$ cat config.mk
export PLATFORM = sky130hd
export DESIGN_NAME = miso_fifo_sched
export DESIGN_NICKNAME = d
export VERILOG_FILES = /design/src/rtl/miso_fifo_sched.sv
export SDC_FILE = /design/constraint.sdc
export NUM_CORES = 1
export LEC_CHECK = 0
export ABC_AREA = 1
export CAP_MARGIN = 15
export CORE_ASPECT_RATIO = 1.1
export CORE_MARGIN = 2
export CORE_UTILIZATION = 35
export CTS_CLUSTER_SIZE = 20
export DETAILED_ROUTE_END_ITERATION = 16
export HOLD_SLACK_MARGIN = 0.12
export PLACE_DENSITY = 0.84
export SYNTH_ARGS = -nofsm -noshare
export SYNTH_HDL_FRONTEND = slang
export SYNTH_SLANG_ARGS = --single-unit
$ cat constraint.sdc
create_clock -name clk -period 2.8 [get_ports clk]
set_input_delay 0.56 -clock clk [delete_from_list [all_inputs] [get_ports clk]]
set_output_delay 0.56 -clock clk [all_outputs]
set_load 0.1 [all_outputs]
$ cat src/rtl/miso_fifo_sched.sv
// miso_fifo_sched: round-robin arbiter for the MISO FIFO write port, and a
// sequencer that pulls each 43-bit word back out as three 16-bit segments
// and hands them to the SPI shifter over a valid/ready handshake.
module miso_fifo_sched #(
   parameter int NUM_REQ = 4
) (
   input  logic                   clk,
   input  logic                   rst,
   input  logic [NUM_REQ-1:0]     req_valid,
   input  logic [NUM_REQ*43-1:0]  req_data,
   output logic [NUM_REQ-1:0]     req_ready,
   output logic                   fifo_write_enable,
   output logic [42:0]            fifo_data_in,
   input  logic                   fifo_full,
   input  logic                   fifo_empty,
   output logic                   fifo_read_enable,
   input  logic [15:0]            fifo_data_out,
   input  logic                   fifo_segment_valid,
   output logic                   tx_valid,
   output logic [15:0]            tx_data,
   output logic                   tx_last,
   input  logic                   tx_ready,
   output logic                   seq_err
);
   localparam int PTR_W = (NUM_REQ > 1) ? $clog2(NUM_REQ) : 1;
   localparam logic [PTR_W-1:0] LAST_IDX = PTR_W'(NUM_REQ - 1);

   typedef enum logic [1:0] {S_IDLE, S_READ, S_WAIT, S_HOLD} state_t;

   logic [42:0]      req_word [NUM_REQ];
   logic [PTR_W-1:0] rr_ptr_q, rr_ptr_d;
   logic [PTR_W-1:0] grant_idx;
   logic [PTR_W-1:0] cand_idx;
   logic             grant_found;

   state_t           state_q, state_d;
   logic [1:0]       seg_cnt_q, seg_cnt_d;
   logic             rd_en_q, rd_en_d;
   logic             tx_valid_q, tx_valid_d;
   logic [15:0]      tx_data_q, tx_data_d;
   logic             tx_last_q, tx_last_d;
   logic             seq_err_q, seq_err_d;

   for (genvar gi = 0; gi < NUM_REQ; gi++) begin : g_slice
      assign req_word[gi] = req_data[43*gi +: 43];
   end

   // Find the first valid requester at or after rr_ptr, wrapping modulo NUM_REQ
   always_comb begin
      grant_found = 1'b0;
      grant_idx   = '0;
      cand_idx    = '0;
      for (int k = 0; k < NUM_REQ; k++) begin
         cand_idx = PTR_W'((int'(rr_ptr_q) + k) % NUM_REQ);
         if (!grant_found && req_valid[cand_idx]) begin
            grant_found = 1'b1;
            grant_idx   = cand_idx;
         end
      end
   end

   // Issue the one-hot grant and present its word; nothing is granted while full or in reset
   always_comb begin
      req_ready    = '0;
      fifo_data_in = '0;
      if (grant_found && !fifo_full && !rst) begin
         req_ready[grant_idx] = 1'b1;
         fifo_data_in         = req_word[grant_idx];
      end
   end

   assign fifo_write_enable = |req_ready;
   assign rr_ptr_d = !fifo_write_enable     ? rr_ptr_q :
                     (grant_idx == LAST_IDX) ? '0       : grant_idx + 1'b1;

   // Segment read sequencer: READ strobes the FIFO, WAIT captures, HOLD offers to the shifter
   always_comb begin
      state_d    = state_q;
      seg_cnt_d  = seg_cnt_q;
      rd_en_d    = 1'b0;
      tx_valid_d = tx_valid_q;
      tx_data_d  = tx_data_q;
      tx_last_d  = tx_last_q;
      seq_err_d  = seq_err_q;
      case (state_q)
         S_IDLE: begin
            if (!fifo_empty) begin
               state_d = S_READ;
               rd_en_d = 1'b1;
            end
         end
         S_READ: begin
            state_d = S_WAIT;
         end
         S_WAIT: begin
            if (fifo_segment_valid) begin
               tx_data_d  = fifo_data_out;
               tx_last_d  = (seg_cnt_q == 2'd2);
               tx_valid_d = 1'b1;
               state_d    = S_HOLD;
            end else begin
               seq_err_d = 1'b1;
               seg_cnt_d = 2'd0;
               state_d   = S_IDLE;
            end
         end
         S_HOLD: begin
            if (tx_ready) begin
               tx_valid_d = 1'b0;
               tx_last_d  = 1'b0;
               if (seg_cnt_q != 2'd2) begin
                  seg_cnt_d = seg_cnt_q + 2'd1;
                  state_d   = S_READ;
                  rd_en_d   = 1'b1;
               end else begin
                  seg_cnt_d = 2'd0;
                  if (!fifo_empty) begin
                     state_d = S_READ;
                     rd_en_d = 1'b1;
                  end else begin
                     state_d = S_IDLE;
                  end
               end
            end
         end
         default: begin
            state_d = S_IDLE;
         end
      endcase
   end

   // All state, including the round-robin pointer, clears on reset
   always_ff @(posedge clk or posedge rst) begin
      if (rst) begin
         rr_ptr_q   <= '0;
         state_q    <= S_IDLE;
         seg_cnt_q  <= 2'd0;
         rd_en_q    <= 1'b0;
         tx_valid_q <= 1'b0;
         tx_data_q  <= 16'd0;
         tx_last_q  <= 1'b0;
         seq_err_q  <= 1'b0;
      end else begin
         rr_ptr_q   <= rr_ptr_d;
         state_q    <= state_d;
         seg_cnt_q  <= seg_cnt_d;
         rd_en_q    <= rd_en_d;
         tx_valid_q <= tx_valid_d;
         tx_data_q  <= tx_data_d;
         tx_last_q  <= tx_last_d;
         seq_err_q  <= seq_err_d;
      end
   end

   assign fifo_read_enable = rd_en_q;
   assign tx_valid         = tx_valid_q;
   assign tx_data          = tx_data_q;
   assign tx_last          = tx_last_q;
   assign seq_err          = seq_err_q;

endmodule

==> results of run 1 <==
==> placed cells by master, fill, tap and decap left out, types with 5 or more instances in the layout <==
| cell | n |
|---|---|
| nand2_2 | 68 |
| inv_1 | 100 |
| nand3_2 | 26 |
| buf_4 | 41 |
| clkdlybuf4s50_1 | 193 |
| o21ai_0 | 5 |
| dfrtp_1 | 24 |
| buf_12 | 59 |
| nand3_1 | 73 |
| nand2_1 | 237 |
| inv_2 | 7 |
| buf_6 | 8 |
| nand4_1 | 43 |
| nand2_4 | 5 |
==> tightest hold or removal path: stages (launching register included) <==
cell	delay, ns
dfrtp_1	0.36
nand2_1	0.05
nand2_1	0.05
==> state kept, by name, summed over array words and instances (netlist names) <==
signal,cells
rr_ptr_q,2
tx_valid,1
state_q,2
seg_cnt_q,2
tx_data,16
fifo_read_enable,1
tx_last,1
seq_err,1
==> through the flow <==
stage / util (%) / area, um^2 / setup slack [ns]
2_1_floorplan: - / 3650 / -0.0685
3_3_place_gp: 71.7 / 6990 / -0.340
3_5_place_dp: 71.7 / 6990 / -0.409
4_1_cts: 77.3 / 7530 / -0.119
5_1_grt: 78.4 / 7640 / -0.356
6_report: 78.4 / 7640 / -0.217
==> per-layer routing <==
layer / routed length (um) / GRT usage (%) / vias to the layer above
met2: 8690 / 55.7 / 280
met3: 1400 / 5.95 / 56
li1: - / - / 2626
met4: 696 / 12.4 / 0
met1: 6030 / 33.2 / 2413
met5: 0 / 0 / -
==> cell type report <==
| type | count | area, um^2 |
|---|---|---|
| timing repair buffer | 313 | 3730 |
| multi-input combinational | 486 | 2580 |
| fill | 663 | 2110 |
| sequential | 26 | 653 |
| inverter | 114 | 445 |
| tap | 120 | 150 |
| clock buffer | 3 | 41.3 |
| clock inverter | 1 | 30.0 |
| antenna | 1 | 2.50 |
==> worst paths after layout <==
kind,cells past startpoint,endpoint,startpoint
setup / recovery,16,fifo_data_in[20],req_valid[0]
hold / removal,2,tx_data[5],tx_data[5]
setup reg to reg,18,rr_ptr_q[1],rr_ptr_q[0]
hold reg to reg,2,tx_data[5],tx_data[5]
max in group asynchronous,3,rr_ptr_q[1],rst
min in group asynchronous,3,state_q[0],rst
==> logic make-up (layout without fill, tap and decap cells) <==
logic type	after synthesis	in the layout	share of synthesized area (%)
AND/OR/NAND/NOR	469	469	59.4
buffers and inverters	154	431	18.0
flip-flops	26	26	18.8
AO/OA/AOI/OAI	12	12	2.02
adder cells (fa/ha/maj)	5	5	1.80
other	0	1	0
==> what timing repair did <==
item / in CTS / in global routing
pin swaps: 35 / 5
buffers inserted: 14 / 1
endpoints found under the setup margin: 48 / 48
gates resized for setup: 75 / 24
gates cloned: 5 / 0
==> Yosys cell counts <==
cell / n / area [um^2]
a31oi_1: 1 / 6.26
nor2_1: 7 / 26.3
ha_1: 5 / 62.6
buf_1: 5 / 18.8
nand2_1: 309 / 1160
nand3_1: 98 / 490
o21ai_0: 5 / 25.0
inv_2: 6 / 22.5
nor2_4: 2 / 22.5
nand2_2: 1 / 6.26
nor3_1: 3 / 15.0
a21oi_1: 3 / 15.0
o32ai_1: 1 / 8.76
or2_2: 1 / 6.26
dfrtp_1: 26 / 651
nand3_4: 2 / 35.0
nand3_2: 3 / 30.0
a22oi_1: 1 / 7.51
nand4_1: 43 / 269
clkinv_1: 1 / 3.75
buf_2: 14 / 70.1
clkbuf_1: 13 / 48.8
inv_1: 107 / 402
buf_4: 8 / 60.1
o31ai_1: 1 / 7.51
==> out/metrics.csv, run 1 <==
stage,metric,value,unit
placement,dp_hpwl,12000,um
drt,drc_errors,0,
worst_setup_path,cp.required,2.24,ns
drt,first_pass_iters,5,
run_status,status,"finished, violations left",
clocking,clk_latency,0.27,ns
worst_setup_path,critPathMaxStageDelay,0.26,ns
drt,wl_per_cell,15.8,um
die,row_count,38,
synth,syn-mean-instance-area,5.21,um^2
layout,area_growth_syn_to_layout,120,%
layout,nNetsFinal,1147,
worst_setup_path,crit_family,buffers and inverters,
clocking,path_clk_slew,0.09,ns
clocking,holdBufCountCts,0,
sta,fin_skew,0.00896,ns
run_status,violations,negative setup slack,
drt,drt_iter0_drc,235,
worst_setup_path,r2r_slack,0.57,ns
worst_setup_path,critPathArrivalTime,2.46,ns
synth,synth.yosys.seq_area_share,18.8,%
flow_run,cap_violations,0,
worst_setup_path,crit_buf_inv,6,
die,num_io_pins,266,
synth,ys_ff_latch,26,
die,core-area,9750,um^2
drt,drt_wl_total,16800,um
sta,finalHoldViolCount,0,
clocking,htree_levels,1,
drt,antenna_left,0,
global_route,grt.overflow.total,0,
worst_setup_path,crit_slowest_cell,dlygate4sd2_1,
synth,yosysWarnings,0,
drt,vias,5375,
clocking,clkSinkCount,26,
sta,period_needed,3.02,ns
sta,worst_slack,-0.217,ns
clocking,clockRootBuffer,clkbuf_8,
layout,drive_above_1_share,26.3,%
global_route,antenna_found_initial,0,
clocking,cts_tree,done,
synth,syn_nets,869,
worst_setup_path,crit_type,in2out,
worst_setup_path,critPathMaxFanout,8,
die,die_y,108,um
global_route,grt_max_degree,44,
worst_setup_path,endpoint_kind,primary output,
sta,slew_viol_final,0,
global_route,first_global_vias,5354,
sta,fin_setup_tns,-7.67,ns
worst_setup_path,critPathMostFrequentCell,nand2_2,
min_path,hp-class,reg2reg,
die,dieArea,10700,um^2
sta,max_freq,331,MHz
placement,place_congestion,0.939,
sta,max_slew_margin,63.9,%
placement,portBuffers,265,
die,start_util,35.6,%
synth,syn_area,3470,um^2
sta,rsz0062_at_grt,yes,
die,die_w,98.9,um
global_route,grt_pass1_wl,26200,um
sta,worst_pin_slew,0.538,ns
worst_setup_path,start_kind,input pin,
clocking,cts_made_buffers,3,
layout,final_cells,1064,
synth,ys_types,25,
synth,synthCells,666,
sta,setup_viol,47,
sta,whs,0.490,ns
sta,post-route-period-util,108,%
worst_setup_path,crit_chain,dlygate4sd2_1 > inv_1 > nand2_1 > nand3_1 > nand2_2 > nand2_2 > nand2_2 > nand2_4 > nand3_4 > buf_8 > buf_6 > buf_16 > nand2_2 > nand3_2 > nand2_2 > buf_12,
clocking,cts_max_path_buffers,2,
placement,dpl.cell_count,1040,
drt,via_per_inst,5.05,
global_route,grt_util_all_layers,30.0,%
Power of run 1 is left out: the tool's default activity adds up to more than one toggle a clock period on the data nets, which glitch-free logic cannot reach.
==> run 2, diff against run 1 <==
==> constraint.sdc (replaced) <==
create_clock -name clk -period 3.15 [get_ports clk]
set_input_delay 0.63 -clock clk [delete_from_list [all_inputs] [get_ports clk]]
set_output_delay 0.63 -clock clk [all_outputs]
set_load 0.1 [all_outputs]
==> run 2 against run 1 <==
The run still ends with negative setup slack left. Sequential share of layout area about the same. Worst hold slack got worse by 0.00068 ns. Non-clock buffer count is 10 higher. Sequential cell count did not move.
==> out/metrics.csv, run 2 (synthesized netlist as in run 1, its figures left out) <==
stage,metric,value,unit
run_status,status,"finished, violations left",
run_status,violations,negative setup slack,
worst_setup_path,crit_chain,buf_6 > nand2_1 > nand3_1 > nand2_2 > inv_1 > nand3_4 > nand3_2 > nor2_4 > buf_12 > buf_12 > nand3_1 > nand2_2 > buf_12,
drt,via_per_inst,5.18,
drt,antenna_left,0,
placement,dp_hpwl,13100,um
global_route,grt_util_all_layers,29.6,%
global_route,antenna_found_initial,0,
sta,worst_pin_slew,0.520,ns
sta,max_slew_margin,65.1,%
min_path,hp-class,reg2reg,
drt,wl_per_cell,16.5,um
layout,largest_reg_flops,16,
global_route,grt.overflow.total,0,
sta,slew_viol_final,0,
worst_setup_path,critPathMaxStageDelay,0.51,ns
clocking,path_clk_slew,0.09,ns
drt,drt_iter0_drc,366,
drt,wl_met3,1400,um
drt,met1_length,6510,um
sta,finalHoldViolCount,0,
drt,drt_wl_total,17700,um
die,start_util,35.6,%
worst_setup_path,start_kind,flop,
die,dieArea,10700,um^2
clocking,cts_made_buffers,3,
sta,max_freq,314,MHz
flow_run,cap_violations,0,
drt,top_layer,met4,
sta,worst_slack,-0.0384,ns
layout,area_growth_syn_to_layout,121,%
die,die_w,98.9,um
drt,met2_wirelength,9110,um
worst_setup_path,endpoint_kind,primary output,
layout,layout_commonest_cell,nand2_1,
sta,post-route-period-util,101,%
clocking,cts_max_path_buffers,2,
worst_setup_path,crit_type,reg2out,
clocking,clk_latency,0.27,ns
layout,diodes,0,
drt,vias,5560,
die,num_io_pins,266,
global_route,first_global_vias,5298,
die,die_y,108,um
global_route,grt_pass1_wl,25700,um
worst_setup_path,critPathArrivalTime,2.56,ns
die,row_count,38,
worst_setup_path,critPathMostFrequentCell,buf_12,
layout,drive_above_1_share,26.3,%
worst_setup_path,critPathMaxFanout,13,
clocking,clkSinkCount,26,
die,core-area,9750,um^2
drt,first_pass_iters,7,
placement,portBuffers,265,
drt,drc_errors,0,
layout,final_cell_mix,"nand2_1, clkdlybuf4s50_1, inv_1, nand3_1, nand2_2",
clocking,cts_tree,done,
worst_setup_path,crit_slowest_cell,dfrtp_2,
layout,nNetsFinal,1158,
global_route,grt_max_degree,35,
clocking,htree_levels,1,
clocking,clockRootBuffer,clkbuf_8,
sta,period_needed,3.19,ns
sta,fin_skew,0.00460,ns
placement,dp_slack,-0.184,ns
sta,setup_viol,19,
placement,place_congestion,0.934,
worst_setup_path,cp.required,2.52,ns
clocking,holdBufCountCts,0,
run 2: cell types whose count changed in the layout (fill, tap and decap cells not counted), moves of 3 or more:
| cell | previous run | this run |
|---|---|---|
| buf_12 | 59 | 64 |
| nand3_1 | 73 | 78 |
| nand3_2 | 26 | 22 |
| buf_4 | 41 | 51 |
| buf_6 | 8 | 5 |
run 2: routing by layer:
layer	up-vias	track usage, %
li1	2645	-
met1	2530	34.4
met2	330	53.7
met3	55	4.72
met4	0	12.7
met5	-	0
run 2: cell type report:
class | count | area [um^2]
Timing Repair inverter | 1 | 6.26
Clock inverter | 1 | 30.0
Inverter | 114 | 439
Sequential cell | 26 | 653
Clock buffer | 3 | 41.3
Multi-Input combinational cell | 486 | 2530
Timing Repair Buffer | 323 | 3820
Tap cell | 120 | 150
Fill cell | 648 | 2070
run 2: per-stage QoR:
| stage | area, um^2 | setup TNS [ns] | util [%] | hold slack, ns | std cells |
|---|---|---|---|---|---|
| floorplan | 3590 | -0.626 | - | 0.466 | 666 |
| global placement | 7080 | -1.39 | 72.6 | 0.450 | 1050 |
| detailed placement | 7080 | -5.43 | 72.6 | 0.467 | 1050 |
| CTS | 7390 | 0 | 75.8 | 0.491 | 1062 |
| global route | 7670 | -3.51 | 78.7 | 0.515 | 1074 |
| finish | 7670 | -0.288 | 78.7 | 0.489 | 1074 |
run 2: worst max-delay path: cells and delay by family (launching register included):
kind                   cells  cell delay (ns)
flip-flops                 1             0.51
buffers and inverters      5             0.72
AND/OR/NAND/NOR            8             1.05
run 2: repair_timing:
action                     4_1_cts  5_1_grt
gates cloned                     3        3
resized for setup               40       49
pin swaps                       40       28
setup endpoints to repair       47       48
setup buffers                    5       10
run 2: path summary, 6_finish.rpt:
| check | start | to | slack, ns | cells after the start |
|---|---|---|---|---|
| worst max register to register | rr_ptr_q[0] | rr_ptr_q[1] | 0.73 | 16 |
| worst max-delay path | rr_ptr_q[0] | fifo_data_in[3] | -0.04 | 13 |
| min in group asynchronous | rst | tx_data[8] | 0.78 | 3 |
| worst min-delay path | tx_data[14] | tx_data[14] | 0.49 | 2 |
| worst min register to register | tx_data[14] | tx_data[14] | 0.49 | 2 |
| max in group asynchronous | rst | rr_ptr_q[0] | 2.09 | 3 |
Power of run 2 is left out for the same reason.
